File: src/rtl/rmt_recovery_ctrl_pkg.sv
// Shared types and constants for the RMT recovery controller slice.
package rmt_recovery_ctrl_pkg;

    // Number of RMT write ports taken over during an AMT->RMT copy.
    localparam int RMT_WR_PORTS = 4;

    // Controller states: normal rename forwarding, or copying the AMT.
    typedef enum logic [0:0] {
        ST_IDLE = 1'b0,
        ST_COPY = 1'b1
    } rmt_state_e;

    // Width of the beat counter: ceil(log2(depth/ports)), never below 1.
    function automatic int beat_bits(input int depth);
        int beats;
        beats = depth / RMT_WR_PORTS;
        return (beats > 1) ? $clog2(beats) : 1;
    endfunction

endpackage

File: src/rtl/rmt_recovery_ctrl_wr_mux.sv
// One RMT write port: selects the rename write or the AMT copy write,
// and can block the write entirely.
module rmt_wr_mux
    import rmt_recovery_ctrl_pkg::*;
#(
    parameter int SRAM_INDEX = 4,
    parameter int SRAM_WIDTH = 8
) (
    input  logic                  copy_sel,
    input  logic                  wr_block,
    input  logic                  ren_we,
    input  logic [SRAM_INDEX-1:0] ren_addr,
    input  logic [SRAM_WIDTH-1:0] ren_data,
    input  logic [SRAM_INDEX-1:0] cp_addr,
    input  logic [SRAM_WIDTH-1:0] cp_data,
    output logic                  rmt_we,
    output logic [SRAM_INDEX-1:0] rmt_addr,
    output logic [SRAM_WIDTH-1:0] rmt_data
);

    // Per-port 2:1 select; a blocked port never writes regardless of source.
    always_comb begin
        rmt_we   = 1'b0;
        rmt_addr = ren_addr;
        rmt_data = ren_data;
        if (wr_block) begin
            rmt_we = 1'b0;
        end else if (copy_sel) begin
            rmt_we   = 1'b1;
            rmt_addr = cp_addr;
            rmt_data = cp_data;
        end else begin
            rmt_we = ren_we;
        end
    end

endmodule

File: src/rtl/rmt_recovery_ctrl.sv
// RMT write-port sequencer: forwards rename updates, or on recovery copies
// the AMT into the RMT four entries per cycle while stalling rename.
module rmt_recovery_ctrl
    import rmt_recovery_ctrl_pkg::*;
#(
    parameter int SRAM_DEPTH = 16,
    parameter int SRAM_INDEX = 4,
    parameter int SRAM_WIDTH = 8
) (
    input  logic                  clk,
    input  logic                  reset,
    input  logic                  recover_i,
    input  logic                  ren_we0_i,
    input  logic                  ren_we1_i,
    input  logic                  ren_we2_i,
    input  logic                  ren_we3_i,
    input  logic [SRAM_INDEX-1:0] ren_addr0_i,
    input  logic [SRAM_INDEX-1:0] ren_addr1_i,
    input  logic [SRAM_INDEX-1:0] ren_addr2_i,
    input  logic [SRAM_INDEX-1:0] ren_addr3_i,
    input  logic [SRAM_WIDTH-1:0] ren_data0_i,
    input  logic [SRAM_WIDTH-1:0] ren_data1_i,
    input  logic [SRAM_WIDTH-1:0] ren_data2_i,
    input  logic [SRAM_WIDTH-1:0] ren_data3_i,
    output logic [SRAM_INDEX-1:0] amt_addr0_o,
    output logic [SRAM_INDEX-1:0] amt_addr1_o,
    output logic [SRAM_INDEX-1:0] amt_addr2_o,
    output logic [SRAM_INDEX-1:0] amt_addr3_o,
    input  logic [SRAM_WIDTH-1:0] amt_data0_i,
    input  logic [SRAM_WIDTH-1:0] amt_data1_i,
    input  logic [SRAM_WIDTH-1:0] amt_data2_i,
    input  logic [SRAM_WIDTH-1:0] amt_data3_i,
    output logic                  rmt_we0_o,
    output logic                  rmt_we1_o,
    output logic                  rmt_we2_o,
    output logic                  rmt_we3_o,
    output logic [SRAM_INDEX-1:0] rmt_addr0_o,
    output logic [SRAM_INDEX-1:0] rmt_addr1_o,
    output logic [SRAM_INDEX-1:0] rmt_addr2_o,
    output logic [SRAM_INDEX-1:0] rmt_addr3_o,
    output logic [SRAM_WIDTH-1:0] rmt_data0_o,
    output logic [SRAM_WIDTH-1:0] rmt_data1_o,
    output logic [SRAM_WIDTH-1:0] rmt_data2_o,
    output logic [SRAM_WIDTH-1:0] rmt_data3_o,
    output logic                  stall_o,
    output logic                  recover_done_o
);

    localparam int BEAT_W = beat_bits(SRAM_DEPTH);
    localparam logic [BEAT_W-1:0] LAST_BEAT = BEAT_W'(SRAM_DEPTH / RMT_WR_PORTS - 1);

    rmt_state_e        state_r;
    rmt_state_e        state_s;
    logic [BEAT_W-1:0] beat_q;
    logic [BEAT_W-1:0] beat_s;
    logic              done_r;
    logic              done_s;
    logic              copy_s;
    logic              block_s;
    logic              stall_s;

    logic [SRAM_INDEX-1:0] beat_base_s;

    logic                  ren_we_s   [RMT_WR_PORTS];
    logic [SRAM_INDEX-1:0] ren_addr_s [RMT_WR_PORTS];
    logic [SRAM_WIDTH-1:0] ren_data_s [RMT_WR_PORTS];
    logic [SRAM_WIDTH-1:0] amt_data_s [RMT_WR_PORTS];
    logic [SRAM_INDEX-1:0] cp_addr_s  [RMT_WR_PORTS];
    logic [SRAM_INDEX-1:0] amt_addr_s [RMT_WR_PORTS];
    logic                  rmt_we_s   [RMT_WR_PORTS];
    logic [SRAM_INDEX-1:0] rmt_addr_s [RMT_WR_PORTS];
    logic [SRAM_WIDTH-1:0] rmt_data_s [RMT_WR_PORTS];

    assign ren_we_s   = '{ren_we0_i, ren_we1_i, ren_we2_i, ren_we3_i};
    assign ren_addr_s = '{ren_addr0_i, ren_addr1_i, ren_addr2_i, ren_addr3_i};
    assign ren_data_s = '{ren_data0_i, ren_data1_i, ren_data2_i, ren_data3_i};
    assign amt_data_s = '{amt_data0_i, amt_data1_i, amt_data2_i, amt_data3_i};

    // First entry of the current beat: 4*beat_q, in address width.
    assign beat_base_s = SRAM_INDEX'({beat_q, 2'b00});

    // State register, beat counter and the registered done pulse.
    always_ff @(posedge clk) begin
        if (reset) begin
            state_r <= ST_IDLE;
            beat_q  <= {BEAT_W{1'b0}};
            done_r  <= 1'b0;
        end else begin
            state_r <= state_s;
            beat_q  <= beat_s;
            done_r  <= done_s;
        end
    end

    // Next-state, beat sequencing and port-takeover controls.
    always_comb begin
        state_s = state_r;
        beat_s  = beat_q;
        done_s  = 1'b0;
        copy_s  = 1'b0;
        block_s = 1'b0;
        stall_s = 1'b0;
        if (reset) begin
            // Quiesce the RMT ports while reset is held; rename is not stalled.
            block_s = 1'b1;
        end else begin
            case (state_r)
                ST_IDLE: begin
                    if (recover_i) begin
                        block_s = 1'b1;
                        stall_s = 1'b1;
                        state_s = ST_COPY;
                        beat_s  = {BEAT_W{1'b0}};
                    end else begin
                        block_s = 1'b0;
                    end
                end
                ST_COPY: begin
                    copy_s  = 1'b1;
                    stall_s = 1'b1;
                    if (recover_i) begin
                        // Restart: this beat still writes, but the AMT may have moved on.
                        beat_s = {BEAT_W{1'b0}};
                    end else if (beat_q == LAST_BEAT) begin
                        state_s = ST_IDLE;
                        beat_s  = {BEAT_W{1'b0}};
                        done_s  = 1'b1;
                    end else begin
                        beat_s = beat_q + {{(BEAT_W-1){1'b0}}, 1'b1};
                    end
                end
                default: begin
                    state_s = ST_IDLE;
                    beat_s  = {BEAT_W{1'b0}};
                    block_s = 1'b1;
                end
            endcase
        end
    end

    for (genvar k = 0; k < RMT_WR_PORTS; k++) begin : g_port
        assign cp_addr_s[k]  = beat_base_s + SRAM_INDEX'(k);
        assign amt_addr_s[k] = copy_s ? cp_addr_s[k] : {SRAM_INDEX{1'b0}};

        rmt_wr_mux #(
            .SRAM_INDEX (SRAM_INDEX),
            .SRAM_WIDTH (SRAM_WIDTH)
        ) u_wr_mux (
            .copy_sel (copy_s),
            .wr_block (block_s),
            .ren_we   (ren_we_s[k]),
            .ren_addr (ren_addr_s[k]),
            .ren_data (ren_data_s[k]),
            .cp_addr  (cp_addr_s[k]),
            .cp_data  (amt_data_s[k]),
            .rmt_we   (rmt_we_s[k]),
            .rmt_addr (rmt_addr_s[k]),
            .rmt_data (rmt_data_s[k])
        );
    end

    assign amt_addr0_o = amt_addr_s[0];
    assign amt_addr1_o = amt_addr_s[1];
    assign amt_addr2_o = amt_addr_s[2];
    assign amt_addr3_o = amt_addr_s[3];

    assign rmt_we0_o   = rmt_we_s[0];
    assign rmt_we1_o   = rmt_we_s[1];
    assign rmt_we2_o   = rmt_we_s[2];
    assign rmt_we3_o   = rmt_we_s[3];
    assign rmt_addr0_o = rmt_addr_s[0];
    assign rmt_addr1_o = rmt_addr_s[1];
    assign rmt_addr2_o = rmt_addr_s[2];
    assign rmt_addr3_o = rmt_addr_s[3];
    assign rmt_data0_o = rmt_data_s[0];
    assign rmt_data1_o = rmt_data_s[1];
    assign rmt_data2_o = rmt_data_s[2];
    assign rmt_data3_o = rmt_data_s[3];

    assign stall_o        = stall_s;
    assign recover_done_o = done_r;

endmodule
File: config.mk
export PLATFORM = sky130hd
export DESIGN_NAME = rmt_recovery_ctrl
export DESIGN_NICKNAME = d
export VERILOG_FILES = /design/src/rtl/rmt_recovery_ctrl_pkg.sv /design/src/rtl/rmt_recovery_ctrl_wr_mux.sv /design/src/rtl/rmt_recovery_ctrl.sv
export SDC_FILE = /design/constraint.sdc
export NUM_CORES = 1
export LEC_CHECK = 0
export CORE_MARGIN = 8
export CORE_UTILIZATION = 23
export DETAILED_ROUTE_END_ITERATION = 16
export GPL_TIMING_DRIVEN = 1
export PLACE_DENSITY = 0.85
export SLEW_MARGIN = 30
export SYNTH_ARGS = -nofsm -noshare
export SYNTH_HDL_FRONTEND = slang
export SYNTH_SLANG_ARGS = --single-unit
File: constraint.sdc
create_clock -name clk -period 1.3 [get_ports clk]
set_input_delay 0.195 -clock clk [delete_from_list [all_inputs] [get_ports clk]]
set_output_delay 0.195 -clock clk [all_outputs]
set_load 0.005 [all_outputs]
==> metrics, run 1 <==
startpoint of the lowest-slack hold path=reset; Critical R2R Launch=beat_q[0]; Worst path most repeated cell=sky130_fd_sc_hd__buf_12; Worst EP required=1110 ps; minimum period implied by the final worst setup slack=~1600 ps; Overall Power=1.34 mW; CP Data Arrival Time=1360 ps; M1 WL=2150 microns; count of flip-flops with a built-in enable after synthesis=0; async set-reset flop share out of synthesis=0%; root buffer selected by CTS=sky130_fd_sc_hd__clkbuf_8; non-filler cells, final=roughly 320; core outline area=about 4300 sq um; number of buffers added by the clock tree synthesis step=3; setup skew after layout=1.41 ps; maximum achievable frequency=roughly 0.64 GHz; die boundary width=approximately 83 microns; length of routed met2 wiring=between 3000 and 4000 microns; most frequent cells after synthesis=sky130_fd_sc_hd__mux2_4, sky130_fd_sc_hd__buf_4, sky130_fd_sc_hd__a21o_1, sky130_fd_sc_hd__nand2b_1, sky130_fd_sc_hd__a21oi_1; via count of the first global-routing pass=between 1k and 1.5k; final hold slack=441 ps; DRC violations left=0; Layout Area Growth over Synthesis=184%; number of nets in the finished design=approximately 360; number of buffers on the longest clock path=2; global-route wire length before repair=between 8000 and 9000 microns; unrepaired setup endpoints after global routing=yes; count of nets left with antenna violations after detail routing=0; buffers added on ports=152; crit path setup slack, layout=-256 ps; Antenna Cells=0; Die Span Y=~83 microns; initial antenna violation count=0; post-synthesis sequential area ratio=just under 8%; length of routed met3 wiring=between 500 and 600 microns; Yosys warning total=0; Slowest Stage Delay on Critical Path=between 300 and 400 ps; multi-input gate area in the final layout=approximately 770 sq um; total count of hold-check failures in the final report=0; final count of negative-setup-slack endpoints=59; critical-path cell list=nand2b_4 > buf_12 > buf_12 > mux2_4 > buf_6; global placement routability congestion=slightly below 0.8; total of fill cells in the finished design=between 300 and 400; CTS H-tree lvls=1; clock insertion delay at the later pin of the skew report=220 ps; category of the most critical setup path=flop to output port; worst reg-to-reg path cell count=4; CTS tree=built; post-detail-place hpwl=about 4700 microns; Final period util=120%; proportion of netlist area held by the largest area contributor=between 40 and 50%; leftover overflow at the end of global routing=0; CP Capture Type=output port; cell row count=24; kind of cell adding the most delay to the critical path=buffers and inverters; cell type of the slowest stage on the worst timing path=sky130_fd_sc_hd__dfxtp_2; Lkg Pwr=about 1.5 nW; TritonRoute pass-1 iters=2; highest ir drop seen on vdd=between 0.0004 and 0.0005 V; #FFs+latches synth=4; TNS Setup=-10630 ps; number of instances in the synthesized netlist=99; Total Routed Length=5810 microns; violations in the final reports=negative setup slack; number of cells in the design after placement=just under 300; startpoint class of the critical path=flop; library cell occupying the most area in the post-synthesis netlist=sky130_fd_sc_hd__mux2_4; Avg WL per Cell=between 15 and 20 microns; pin count of the biggest net entering global routing=11; maxcap violations=0; footprint of the flip-flops and latches=roughly 81 sq um; result of the run=finished with violations; terminating pin of the worst hold path=state_r; Hold Path Stages=3; CTS sink cnt=4; post-synthesis cell type count=21; All-Layer GR Usage=16.0%; hold buffer count at cts=0; worst min-delay path class=input port to flop; max-slew violations=0; ratio of total power to cell area=between 400 and 500 nW/um^2; routed vias=around 1.4k; main flop type after synthesis=sky130_fd_sc_hd__dfxtp_1; fraction of final layout cells with drive strength greater than 1=between 50% and 60%; worst-path fanout max=7; Via-to-Cell Ratio=4.26; CP bufs+invs=3; number of violations reported at the end of detailed-routing iteration 0=10; slack of the worst reg-to-reg path=roughly 200 ps; initial core utilization=23.8%; io pins=about 160; clk slew on worst S/H paths=around 30 ps; cell with the most instances after synthesis=sky130_fd_sc_hd__mux2_4; worst reg2reg endpoint=state_r; DR top layer=met4; top cells by area, synth=sky130_fd_sc_hd__mux2_4, sky130_fd_sc_hd__buf_4, sky130_fd_sc_hd__dfxtp_1, sky130_fd_sc_hd__buf_12, sky130_fd_sc_hd__a21o_1; Avg Synthesized Cell Area=between 10 and 15 sq um; DIE AREA=just under 7000 sq um; cell area after synthesis=1030 sq um
tightest hold or removal path, stage by stage:
cell	delay (ps)
sky130_fd_sc_hd__dlygate4sd2_1	230
sky130_fd_sc_hd__buf_6	140
sky130_fd_sc_hd__a21oi_1	50
report_power, final:
group          leakage (nW)  switching, mW  internal [mW]
sequential           0.0329        0.00348          0.128
combinational          1.43          0.259          0.685
clock                0.0216         0.0697          0.198
stage by stage:
step / instance area, sq um / utilization, % / setup slack (ps)
floorplan: 1040 / - / 48.2
global placement: 2530 / 58.6 / -737
detailed placement: 2530 / 58.6 / -749
CTS: 2870 / 66.3 / -263
global route: 2920 / 67.6 / -282
finish: 2920 / 67.6 / -256
registers in the layout, summed over array words and instances, names as in the netlist:
register,flops
recover_done_o,1
state_r,1
beat_q,2
final cells by class:
type,instances,share of cell area [%]
Clock buffer,3,1.41
Timing Repair Buffer,185,66.6
Inverter,3,0.642
Sequential cell,4,2.78
Tap cell,52,2.23
Multi-Input combinational cell,72,26.3
placed cells by master, fill, tap and decap left out, drive strengths merged:
cell type	n
a21o	8
xnor2	1
nor3	2
and3b	2
mux2	32
nand2b	9
inv	3
dlygate4sd2	2
nor3b	1
clkbuf	3
a21oi	6
buf	98
conb	4
dfxtp	4
ha	1
or2b	1
mux2i	1
clkdlybuf4s50	85
and2	4
routing by layer:
layer  GRT usage (%)  vias to the layer above
li1                -                      656
met1            16.5                      605
met2            29.8                       93
met3            5.57                        6
met4            3.99                        0
met5               0                        -
logic make-up (layout without fill, tap and decap cells):
logic type | Yosys count | in the layout | share of synthesized area [%]
mux | 33 | 33 | 47.7
buf+inv | 26 | 191 | 21.0
simple gates | 19 | 19 | 12.3
compound gates | 14 | 14 | 8.76
flops | 4 | 4 | 7.79
fa+ha+maj | 1 | 1 | 1.22
other cells | 1 | 4 | 0.365
xor+xnor | 1 | 1 | 0.852
how the worst max path moves through the flow:
stage / slack, ps / start / endpoint / cells past startpoint
CTS: -260 / state_r / rmt_data3_o[6] / 5
global placement: -740 / reset / rmt_data2_o[3] / 5
detailed placement: -750 / reset / rmt_data0_o[5] / 5
floorplan: 50 / state_r / rmt_data0_o[0] / 4
finish: -260 / state_r / rmt_data3_o[6] / 5
global route: -280 / state_r / rmt_data3_o[3] / 5
timing repair:
action / 4_1_cts / 5_1_grt
gates cloned: 3 / 0
resized for setup: 337 / 7
buffers inserted: 16 / 4
hold endpoints to repair: 0 / 0
pin swaps: 4 / 2
endpoints found under the setup margin: 65 / 64
(Power assumes the default switching activity.)
==> inputs of run 2 (changes only) <==
- CTS_BUF_LIST: not set -> sky130_fd_sc_hd__clkbuf_4 sky130_fd_sc_hd__clkbuf_8 sky130_fd_sc_hd__clkbuf_16
==> results of run 2 <==
The final DEF is identical to that of run 1; final timing and power are the same.
==> inputs of run 3 (changes only) <==
- CORE_AREA: not set -> 2 2 61 63
- CORE_MARGIN: 8 -> not set
- CORE_UTILIZATION: 23 -> not set
- DIE_AREA: not set -> 0 0 63 65
- DONT_BUFFER_PORTS: not set -> 1
- PLACE_DENSITY: 0.85 -> 0.48
- REMOVE_ABC_BUFFERS: not set -> 1
==> metrics, run 3 (synthesis results as in run 1) <==
Hold Path Stages=1 (-2); most common cell after layout, fill and taps aside=sky130_fd_sc_hd__mux2_4; CTS H-tree lvls=1 (unchanged); cell row count=22 (-8.3%); post-detail-place hpwl=2320 microns (-51%); count of nets left with antenna violations after detail routing=0 (unchanged); sequential fraction of design power=22.1% (+12 points); leftover overflow at the end of global routing=0 (unchanged); number of violations reported at the end of detailed-routing iteration 0=14 (+4); Placed Area=952 sq um (-62%); Avg WL per Cell=20.6 microns (+13%); crit path setup slack, layout=-117 ps (+139 ps); total of fill cells in the finished design=374 (+8.4%); post-CTS setup-driven buffer insertion count=0 (-16); worst reg-to-reg path cell count=3 (-1); terminating pin of the worst hold path=state_r; initial core utilization=29.4% (+5.6 points); number of cells in the design after placement=133 (-55%); violations in the final reports=negative setup slack; clock insertion delay at the later pin of the skew report=240 ps (+20 ps); Antenna Cells=0 (unchanged); Slowest Stage Delay on Critical Path=330 ps (-20 ps); worst-path fanout max=17 (+10); minimum period implied by the final worst setup slack=1420 ps (-139 ps); initial antenna violation count=1 (+1); Lkg Pwr=0.572 nW (-62%); io pins=157 (unchanged); fraction of power spent switching nets=31.1% (+6.4 points); commonest cells after routing, fill and taps aside=sky130_fd_sc_hd__mux2_4, sky130_fd_sc_hd__a21o_1, sky130_fd_sc_hd__nand2b_1, sky130_fd_sc_hd__a21oi_1; DRC violations left=0 (unchanged); slack of the worst reg-to-reg path=330 ps (+130 ps); result of the run=finished with violations; total count of hold-check failures in the final report=0 (unchanged); clk slew on worst S/H paths=40 ps (about the same); final count of negative-setup-slack endpoints=44 (-25%); Final period util=109% (-11 points); pin count of the biggest net entering global routing=18 (+7); unrepaired setup endpoints after global routing=yes; die boundary width=63 microns (-24%); startpoint class of the critical path=flop; Total Routed Length=2830 microns (-51%); Die Span Y=65 microns (-22%); startpoint of the lowest-slack hold path=reset; setup skew after layout=5.99 ps (+4.58 ps); via count of the first global-routing pass=667 (-55%); final core utilization=29.3% (-38 points); worst setup path startpoint=state_r; routed vias=681 (-50%); highest ir drop seen on vdd=0.000436 V (+7.6%); kind of cell adding the most delay to the critical path=multiplexers; power share of the clock group=27.3% (+7.4 points); number of buffers on the longest clock path=2 (unchanged); CP bufs+invs=1 (-2); All-Layer GR Usage=11.8% (-4.2 points); DIE AREA=4100 sq um (-40%); Sw Pwr=0.186 mW (-44%); Worst EP required=1110 ps (about the same); P_int=0.411 mW (-59%); Overall Power=0.597 mW (-56%); worst min-delay path class=input port to flop; cell area after layout=1030 sq um (-65%); global placement routability congestion=0.679 (-12%); CP Data Arrival Time=1220 ps (-140 ps); CP Capture Type=output port; CTS sink cnt=4 (unchanged); worst reg2reg endpoint=state_r; number of nets in the finished design=179 (-50%); Critical R2R Launch=beat_q[0]; category of the most critical setup path=flop to output port; number of buffers added by the clock tree synthesis step=3 (unchanged); global-route wire length before repair=3660 microns (-59%); root buffer selected by CTS=sky130_fd_sc_hd__clkbuf_4; cell type of the slowest stage on the worst timing path=sky130_fd_sc_hd__mux2_4; fraction of final layout cells with drive strength greater than 1=51.7% (-2.2 points); ratio of total power to cell area=582 nW/um^2 (+27%); TritonRoute pass-1 iters=2 (unchanged); maximum achievable frequency=0.706 GHz (+9.8%); core outline area=3500 sq um (-19%); non-filler cells, final=137 (-57%); CTS tree=built; critical-path cell list=nand2b_4 > buf_12 > mux2_4; Layout Area Growth over Synthesis=-0.244%; Via-to-Cell Ratio=4.97 (+17%); hold buffer count at cts=0 (unchanged); buffers added on ports=0 (-100%); maxcap violations=0 (unchanged); number of flip-flops in the largest register=2 (unchanged); register with the most flip-flops=beat_q; max-slew violations=0 (unchanged); relative contribution of combinational cells to total power=50.6% (-20 points)
## run 3: cell count changes in the layout (fill, tap and decap cells not counted), moves of 3 or more
cell                              before  now
sky130_fd_sc_hd__buf_2                18    0
sky130_fd_sc_hd__buf_4                 7    1
sky130_fd_sc_hd__and2_1                1    4
sky130_fd_sc_hd__and2_4                3    0
sky130_fd_sc_hd__clkbuf_4              0    3
sky130_fd_sc_hd__clkdlybuf4s50_1      85    0
sky130_fd_sc_hd__buf_6                62    4
sky130_fd_sc_hd__clkbuf_8              3    0
sky130_fd_sc_hd__buf_12                7    1
## run 3: routing by layer
metal	up-vias	part of all wire, %	GRT usage, %
met5	-	0.46	0
met4	2	0.60	3.33
met3	4	15	8.16
met2	70	50	18.9
met1	302	34	12.5
li1	303	-	-
## run 3: power groups by stage
stage	Clock, mW	Combinational, mW	Sequential (mW)
after CTS	0.168	0.306	0.132
after global placement	0	0.287	0.132
after floorplan	0	0.245	0.134
after global routing	0.178	0.321	0.132
final	0.163	0.302	0.132
after detailed placement	0	0.289	0.133
## run 3: what timing repair did
action	in CTS	in global routing
cloned	1	0
pin swaps	0	0
endpoints found under the hold margin	0	0
setup endpoints to repair	56	54
resized for setup	8	1
## run 3: worst max-delay path by stage
stage | slack (ps) | to | cells after the start
5_1_grt | -160 | rmt_data3_o[1] | 3
2_1_floorplan | -450 | rmt_data0_o[0] | 2
4_1_cts | -130 | rmt_data0_o[0] | 3
6_report | -120 | rmt_data0_o[0] | 3
3_5_place_dp | 80 | rmt_data0_o[7] | 3
3_3_place_gp | 110 | rmt_data2_o[6] | 3
## run 3: stage by stage
step	hold WS (ps)	worst slack, ps	TNS, ps
6_report	16.8	-117	-3390
5_1_grt	4.68	-159	-5500
4_1_cts	10.5	-134	-4200
3_5_place_dp	271	81.0	0
3_3_place_gp	267	110	0
2_1_floorplan	264	-451	-20810
## run 3: cell type report
| class | count | area [sq um] | share of cell area (%) |
|---|---|---|---|
| repair buffers | 7 | 100 | 9.76 |
| well taps | 48 | 60.1 | 5.85 |
| inverters | 3 | 11.3 | 1.10 |
| clock buffers | 3 | 22.5 | 2.20 |
| multi-input cells | 72 | 751 | 73.2 |
| flip-flops and latches | 4 | 81.3 | 7.93 |
